<file path="src/rtl/pcounter_pkg.sv">
// Shared types for the pcounter increment scheduler.
//   DATA_W         : default operand/result width
//   sched_state_t  : scheduler FSM state encoding
//   word_t         : operand/result word at the default width
package pcounter_pkg;

  localparam int unsigned DATA_W = 40;

  typedef enum logic [1:0] {
    IDLE,
    EXEC,
    RESP
  } sched_state_t;

  typedef logic [DATA_W-1:0] word_t;

endpackage

</file>
<file path="src/rtl/pcounter_rr_arb.sv">
// Round-robin arbiter, purely combinational.
// Picks the first valid requester at or above ptr, wrapping modulo NUM_REQ.
// Ports:
//   req_valid : per-requester valid
//   ptr       : highest-priority index for this round
//   grant     : one-hot grant (all zero when nothing is valid)
//   grant_id  : encoded index of the granted requester
module pcounter_rr_arb #(
  parameter int unsigned NUM_REQ = 4,
  localparam int unsigned ID_W   = $clog2(NUM_REQ)
) (
  input  logic [NUM_REQ-1:0] req_valid,
  input  logic [ID_W-1:0]    ptr,
  output logic [NUM_REQ-1:0] grant,
  output logic [ID_W-1:0]    grant_id
);

  logic              found;
  int unsigned       sum;
  logic [ID_W-1:0]   idx;

  always_comb begin
    grant    = '0;
    grant_id = '0;
    found    = 1'b0;
    sum      = 0;
    idx      = '0;
    for (int unsigned i = 0; i < NUM_REQ; i++) begin
      sum = int'(ptr) + i;
      if (sum >= NUM_REQ) sum = sum - NUM_REQ;
      idx = ID_W'(sum);
      if (!found && req_valid[idx]) begin
        found       = 1'b1;
        grant[idx]  = 1'b1;
        grant_id    = idx;
      end
    end
  end

endmodule

</file>
<file path="src/rtl/pcounter_sched.sv">
// Shares one increment datapath among NUM_REQ requesters.
// A round-robin grant captures one operand, EXEC computes operand+1, and
// RESP presents the result tagged with the owner's id until accepted.
// Ports:
//   clk, rst    : clock, asynchronous active-low reset
//   req_valid   : per-requester operand valid
//   req_data    : packed operands, requester i at [i*DATA_W +: DATA_W]
//   req_ready   : one-hot accept, only asserted in IDLE
//   resp_valid  : result available (RESP state)
//   resp_ready  : consumer accepts result
//   resp_data   : operand+1 modulo 2^DATA_W
//   resp_id     : requester that owns resp_data
//   resp_wrap   : operand was all ones
//   busy        : FSM not in IDLE
//   op_count    : completed responses, saturating
module pcounter_sched #(
  parameter int unsigned NUM_REQ = 4,
  parameter int unsigned DATA_W  = pcounter_pkg::DATA_W,
  parameter int unsigned CNT_W   = 16,
  localparam int unsigned ID_W   = $clog2(NUM_REQ)
) (
  input  logic                      clk,
  input  logic                      rst,
  input  logic [NUM_REQ-1:0]        req_valid,
  input  logic [NUM_REQ*DATA_W-1:0] req_data,
  output logic [NUM_REQ-1:0]        req_ready,
  output logic                      resp_valid,
  input  logic                      resp_ready,
  output logic [DATA_W-1:0]         resp_data,
  output logic [ID_W-1:0]           resp_id,
  output logic                      resp_wrap,
  output logic                      busy,
  output logic [CNT_W-1:0]          op_count
);

  import pcounter_pkg::*;

  sched_state_t        state, state_next;
  logic [ID_W-1:0]     ptr;
  logic [ID_W-1:0]     ptr_next;
  logic [NUM_REQ-1:0]  grant;
  logic [ID_W-1:0]     grant_id;
  logic [DATA_W-1:0]   sel_data;
  logic [DATA_W-1:0]   operand;
  logic [ID_W-1:0]     id_q;

  pcounter_rr_arb #(
    .NUM_REQ (NUM_REQ)
  ) u_arb (
    .req_valid (req_valid),
    .ptr       (ptr),
    .grant     (grant),
    .grant_id  (grant_id)
  );

  // Operand mux driven by the one-hot grant.
  always_comb begin
    sel_data = '0;
    for (int unsigned i = 0; i < NUM_REQ; i++) begin
      if (grant[i]) sel_data = req_data[i*DATA_W +: DATA_W];
    end
  end

  always_comb begin
    if (grant_id == ID_W'(NUM_REQ - 1)) ptr_next = '0;
    else                                ptr_next = grant_id + 1'b1;
  end

  always_ff @(posedge clk or negedge rst) begin
    if (!rst) state <= IDLE;
    else      state <= state_next;
  end

  always_comb begin
    state_next = state;
    req_ready  = '0;
    resp_valid = 1'b0;
    busy       = 1'b0;
    case (state)
      IDLE: begin
        req_ready = grant;
        if (|req_valid) state_next = EXEC;
      end
      EXEC: begin
        busy       = 1'b1;
        state_next = RESP;
      end
      RESP: begin
        busy       = 1'b1;
        resp_valid = 1'b1;
        if (resp_ready) state_next = IDLE;
      end
      default: state_next = IDLE;
    endcase
  end

  always_ff @(posedge clk or negedge rst) begin
    if (!rst) begin
      ptr       <= '0;
      operand   <= '0;
      id_q      <= '0;
      resp_data <= '0;
      resp_id   <= '0;
      resp_wrap <= 1'b0;
      op_count  <= '0;
    end else begin
      case (state)
        IDLE: begin
          if (|req_valid) begin
            operand <= sel_data;
            id_q    <= grant_id;
            ptr     <= ptr_next;
          end
        end
        EXEC: begin
          resp_data <= operand + DATA_W'(1);
          resp_wrap <= &operand;
          resp_id   <= id_q;
        end
        RESP: begin
          if (resp_ready && !(&op_count)) op_count <= op_count + 1'b1;
        end
        default: ;
      endcase
    end
  end

endmodule
</file>
<file path="config.mk">
export PLATFORM = sky130hd
export DESIGN_NAME = pcounter_sched
export DESIGN_NICKNAME = d
export VERILOG_FILES = /design/src/rtl/pcounter_pkg.sv /design/src/rtl/pcounter_rr_arb.sv /design/src/rtl/pcounter_sched.sv
export SDC_FILE = /design/constraint.sdc
export NUM_CORES = 1
export LEC_CHECK = 0
export ABC_AREA = 1
export CAP_MARGIN = 15
export CORE_AREA = 2 2 120 122
export CTS_CLUSTER_DIAMETER = 80
export CTS_CLUSTER_SIZE = 30
export DETAILED_ROUTE_END_ITERATION = 8
export DIE_AREA = 0 0 122 124
export PLACE_DENSITY = 0.91
export SYNTH_ARGS = -nofsm -noshare
export SYNTH_HDL_FRONTEND = slang
export SYNTH_SLANG_ARGS = --single-unit
</file>
<file path="constraint.sdc">
create_clock -name clk -period 8.4 [get_ports clk]
set_clock_uncertainty 0.1 [all_clocks]
set_input_delay 2.52 -clock clk [delete_from_list [all_inputs] [get_ports clk]]
set_output_delay 2.52 -clock clk [all_outputs]
set_load 0.02 [all_outputs]
</file>
# After elaboration in Yosys (flattened, before gate mapping)
# Index checks and enable logic that the tools add are counted.
# word_totals
reg_bits,105
latchBits,0
mem_bits_rw,0
romBits,0
output_inout_bits,65
n_memories,0
# classes
add_sub_neg,10
multipliers,0
div,0
n_lt_le_gt_ge,12
eq_ne,5
shift,0
n_mux,42
n_bitwise,3
n_reduce_logical,20
# ops
op,count
40-bit two-way mux,4
"40-bit by 1-bit adder with 40-bit output, second input constant",1
40-bit AND reduction,1
2-bit two-way mux,11
4-bit two-way mux,5
"16-bit by 1-bit adder with 16-bit output, second input constant",1
16-bit AND reduction,1
1-bit two-way mux,13
"2-bit by 3-bit less-than comparator with 1-bit output, second input constant",4
4-bit bitwise OR,3
"3-bit >= comparator, second input constant",3
1-bit binary-select mux with 2-bit select,4
1-bit demux with 2-bit select,4
"2-bit by 1-bit >= comparator with 1-bit output, second input constant",4
1-bit logical AND,8
"2-bit by 1-bit subtractor with 2-bit output, second input constant",4
"2-bit by 2-bit adder with 3-bit output, second input constant",2
2-bit case mux with 3 select lines,1
2-bit AND reduction,3
"2-bit == test, second input constant",2
1-bit logical NOT,4
"2-bit != test, second input constant",2
4-bit OR reduction,1
"2-bit by 1-bit adder with 3-bit output, second input constant",1
5 further kinds,5

# Depth between registers and ports, before layout
# logic_depth
ltp_word,18
ltp_mapped,14
depth_no_buf,13

# By module
# Synthesis repeated with hierarchy kept, for this count alone.
# hier_totals
cells_unflattened,993
area_unflattened_um2,6981.7
# by_module_without_submodules
mod,instances,cells_each,area_each_um2,seq_area_each_um2
pcounter_sched,1,920,6542.5,2627.5
pcounter_rr_arb,1,73,439.2,0.0

# Worst setup path before layout
# No wires, ideal clock.
# synth_path
path_type,in2out
startpoint,in req_valid[3]
endpoint,out req_ready[3]
arrival_time_ps,3756
required_time_ps,5780
setup_slack_ps,2024
stages,10
path_cell_list,inv_1 > nand2_1 > nand3_2 > nand2_2 > nor2_4 > nand3_2 > o21ai_4 > buf_6 > nand2_1 > inv_1
# synth_between
elab_chain_cells,13
elab_cells_between_ends,25
# synth_lines
item,line,source
from (decl),pcounter_sched.sv:24,"input logic [NUM_REQ-1:0] req_valid,"
1-bit binary-select mux with 2-bit select,pcounter_rr_arb.sv:32,if (!found && req_valid[idx]) begin
1-bit two-way mux (not written as such),pcounter_rr_arb.sv:32,
1-bit two-way mux,pcounter_rr_arb.sv:32,
1-bit logical NOT,pcounter_rr_arb.sv:32,
1-bit logical AND,pcounter_rr_arb.sv:32,
1-bit two-way mux,pcounter_rr_arb.sv:32,
1-bit logical NOT,pcounter_rr_arb.sv:32,
1-bit logical AND,pcounter_rr_arb.sv:32,
1-bit two-way mux,pcounter_rr_arb.sv:32,
1-bit logical NOT,pcounter_rr_arb.sv:32,
1-bit logical AND,pcounter_rr_arb.sv:32,
4-bit two-way mux (*),pcounter_rr_arb.sv:32,
4-bit two-way mux (*),pcounter_sched.sv:79,case (state)
to (decl),pcounter_sched.sv:26,"output logic [NUM_REQ-1:0] req_ready,"
# Mark *: on every way between the ends. The rest lies on a longest branch, timed or not. The select of a mux whose other input is x is not followed.

# Worst setup path in the final report
# Same ends and word-level chain as after synthesis.

==> results.json <==
{
  "slew_violations": 0,
  "finalSetupTns_ns": 0,
  "grt_max_degree": 81,
  "min-delay-start": "resp_data[7]",
  "clock.fmax_ghz": 0.136,
  "cts_buffers": 9,
  "routedWlPerCell_um": 15.9,
  "grt_setup_unrepaired": "no",
  "core_area_um2": 13700,
  "cts_hold_buf": 0,
  "nNetsFinal": 1345,
  "antenna_left": 0,
  "drive_gt1_share_pct": 4.45,
  "endpoint_kind": "primary output",
  "critical_path.max_fanout": 9,
  "power_mw": 4.10,
  "syn2layout_area_growth_pct": 38.9,
  "num_io_pins": 232,
  "instances_no_fill": 1349,
  "grt_usage_pct": 28.0,
  "tightest_slew_ns": 0.931,
  "hold_end": "resp_data[7]",
  "synth_common_cells": "254 x nand2_1, 154 x a21oi_1, 105 x dfrtp_1",
  "synth_seq_area_share_pct": 38.5,
  "clock-sinks": 105,
  "cts_tree": "built",
  "yosys.area.top_type": "dfrtp_1",
  "r2r_slack_ns": 4.92,
  "die_w_um": 122,
  "yosysWarnings": 0,
  "synth_cell_types": 35,
  "rr_worst_depth": 14,
  "dr.pass1.iters": 5,
  "synthTopCellsByArea": "dfrtp_1 38%, nand2_1 14%, a21oi_1 11%",
  "hold_path_depth": 2,
  "grt_overflow": 0,
  "yosysTopAreaCellShare_pct": 38.5,
  "vdd_drop_max_mv": 0.294,
  "place_hpwl_um": 16300,
  "cts_setup_buffers": 0,
  "mappedNetlistArea_um2": 6830,
  "route.detailed.drc": 0,
  "hold_class": "flop to flop",
  "avgSynthCellArea_um2": 7.11,
  "drv_cap": 0,
  "drt_iter0_markers": 674,
  "vias": 7314,
  "fin_crit_sh_pct": 87.9,
  "yosys_most_used_dff": "dfrtp_1",
  "clk_latency_ns": 0.35,
  "rows": 43,
  "path_class": "input port to primary output",
  "cts-htree-levels": 3,
  "syn_inst": 960,
  "drt_wl_total_um": 21400,
  "grt_pass1_wl_um": 33300,
  "ys_ff_latch": 105,
  "slew-limit-headroom_pct": 38.0,
  "vias_per_cell": 5.42,
  "synth.most_common_cell": "nand2_1",
  "diodes": 0,
  "clockRootBuffer": "clkbuf_16",
  "r2r_end": "operand[39]",
  "power_leakage_nw": 4.35,
  "synth_edf_count": 0,
  "cp.arrival_ns": 4.76,
  "async_reset_ff_share_pct": 100,
  "min_period_ns": 7.38,
  "synthesis.nets": 1141,
  "floorplan.initialDensity_pct": 49.8,
  "worstPathCellList": "clkdlybuf4s50_1 > inv_1 > nand2_1 > nand3_2 > nand2_2 > nor2_4 > nand2_2 > nor2_1 > nor2_2 > o21ai_4 > nand2_1 > inv_1 > clkdlybuf4s50_1",
  "fp.dieH_um": 124,
  "antenna_found_initial": 0,
  "die_area_um2": 15100,
  "place_congestion": 0.981,
  "portBuffers": 231,
  "clk_path_buf_depth": 2,
  "r2r-start": "ptr[0]",
  "crit_required_ns": 5.78,
  "power-per-cell-area_nw_per_um2": 433,
  "cts-resized-gates": 0,
  "critPathSlowestCell": "clkdlybuf4s50_1",
  "hold_viol_final": 0,
  "dp.cells": 1333,
  "path_clk_slew_ns": 0.07,
  "max_stage_delay_ns": 0.67,
  "status": "finished clean",
  "nFillCells": 1132,
  "setup_viol": 0,
  "grt_pass1_vias": 6548,
  "cp-start-kind": "input port"
}
## power by group
part           total [mW]  leakage [nW]  switching (mW)  internal [mW]
clock               0.433         0.143           0.197          0.236
combinational        2.68          2.95            1.71          0.963
sequential          0.993          1.26           0.247          0.747
## cell families (layout without fill, tap and decap cells)
kind of cell	count (synthesis)	in the layout	synth area share (%)
buffers and inverters	138	347	8.77
flip-flops	105	105	38.5
adder cells (fa/ha/maj)	14	14	2.56
XOR/XNOR	47	47	6.03
AO/OA/AOI/OAI	199	199	15.5
AND/OR/NAND/NOR	457	457	28.6
## registers in the layout, indices dropped and copies added, names as in the netlist
| signal | cells |
|---|---|
| operand | 40 |
| resp_data | 40 |
| op_count | 16 |
| id_q | 2 |
| ptr | 2 |
| resp_id | 2 |
| state | 2 |
| resp_wrap | 1 |
## cell type report
type	count	area (um2)	area share, %
timing repair buffer	239	2370	25.0
multi-input combinational	717	3610	38.1
clock buffer	10	229	2.41
inverter	92	345	3.64
tap	180	225	2.37
clock inverter	6	76.3	0.805
sequential	105	2630	27.7
## layout by cell type, fill, tap and decap left out, types with 2 or more instances in the layout
cell             synthesis  final
nor2_4                   1      2
nor3_2                   2      2
nor4_1                   6      6
a21oi_2                 10     10
inv_2                    2      2
inv_8                    0      2
nand4_1                 15     15
a21oi_1                154    154
inv_1                   89     89
dfrtp_1                105    105
xnor2_1                 22     22
clkdlybuf4s50_1          0    230
nand3b_1                 2      2
nor2_1                  80     79
o22ai_1                  2      2
a31oi_1                  3      3
nor3_1                  17     17
buf_4                    4      9
o21ai_0                 25     25
nand3_2                  5      5
clkinvlp_4               0      2
nor3b_1                  3      3
clkbuf_16                0      9
nor2_2                   3      3
ha_1                    14     14
nand2_1                254    254
nand2_2                  3      3
nand3_1                 66     66
xor2_1                  25     25
## metrics by stage
step	hold WS, ns	instance area [um2]	utilization, %	setup slack (ns)
2_1_floorplan	0.350	6830	-	2.02
3_3_place_gp	0.365	9180	66.9	1.08
3_5_place_dp	0.369	9180	66.9	1.03
4_1_cts	0.387	9480	69.1	1.04
5_1_grt	0.405	9480	69.1	0.915
6_report	0.384	9480	69.1	1.02
## worst max-delay path by stage
stage                       startpoint            to  slack, ns  cells past startpoint
after floorplan           req_valid[3]  req_ready[3]       2.02                     10
after global placement    req_valid[3]  req_ready[3]       1.08                     13
after detailed placement  req_valid[3]  req_ready[3]       1.03                     13
after CTS                 req_valid[3]  req_ready[3]       1.04                     13
after global routing      req_valid[3]  req_ready[3]       0.91                     13
final                     req_valid[3]  req_ready[3]       1.02                     13
## critical path: cells and delay by family
kind / cells / cell delay, ns
AOI/OAI and AO/OA: 1 / 0.05
buffers and inverters: 4 / 1.26
and+or+nand+nor: 8 / 0.92
## per-layer routing
| layer | track usage, % | up-vias | routed length, um | share of wire (%) |
|---|---|---|---|---|
| met3 | 5.22 | 38 | 1580 | 7.4 |
| met2 | 45.4 | 310 | 10200 | 48 |
| met5 | 0 | - | 0 | 0 |
| met1 | 38.5 | 3437 | 9160 | 43 |
| met4 | 8.33 | 0 | 467 | 2.2 |
| li1 | - | 3529 | - | - |
Note: power is estimated with default switching activity, not from simulation.
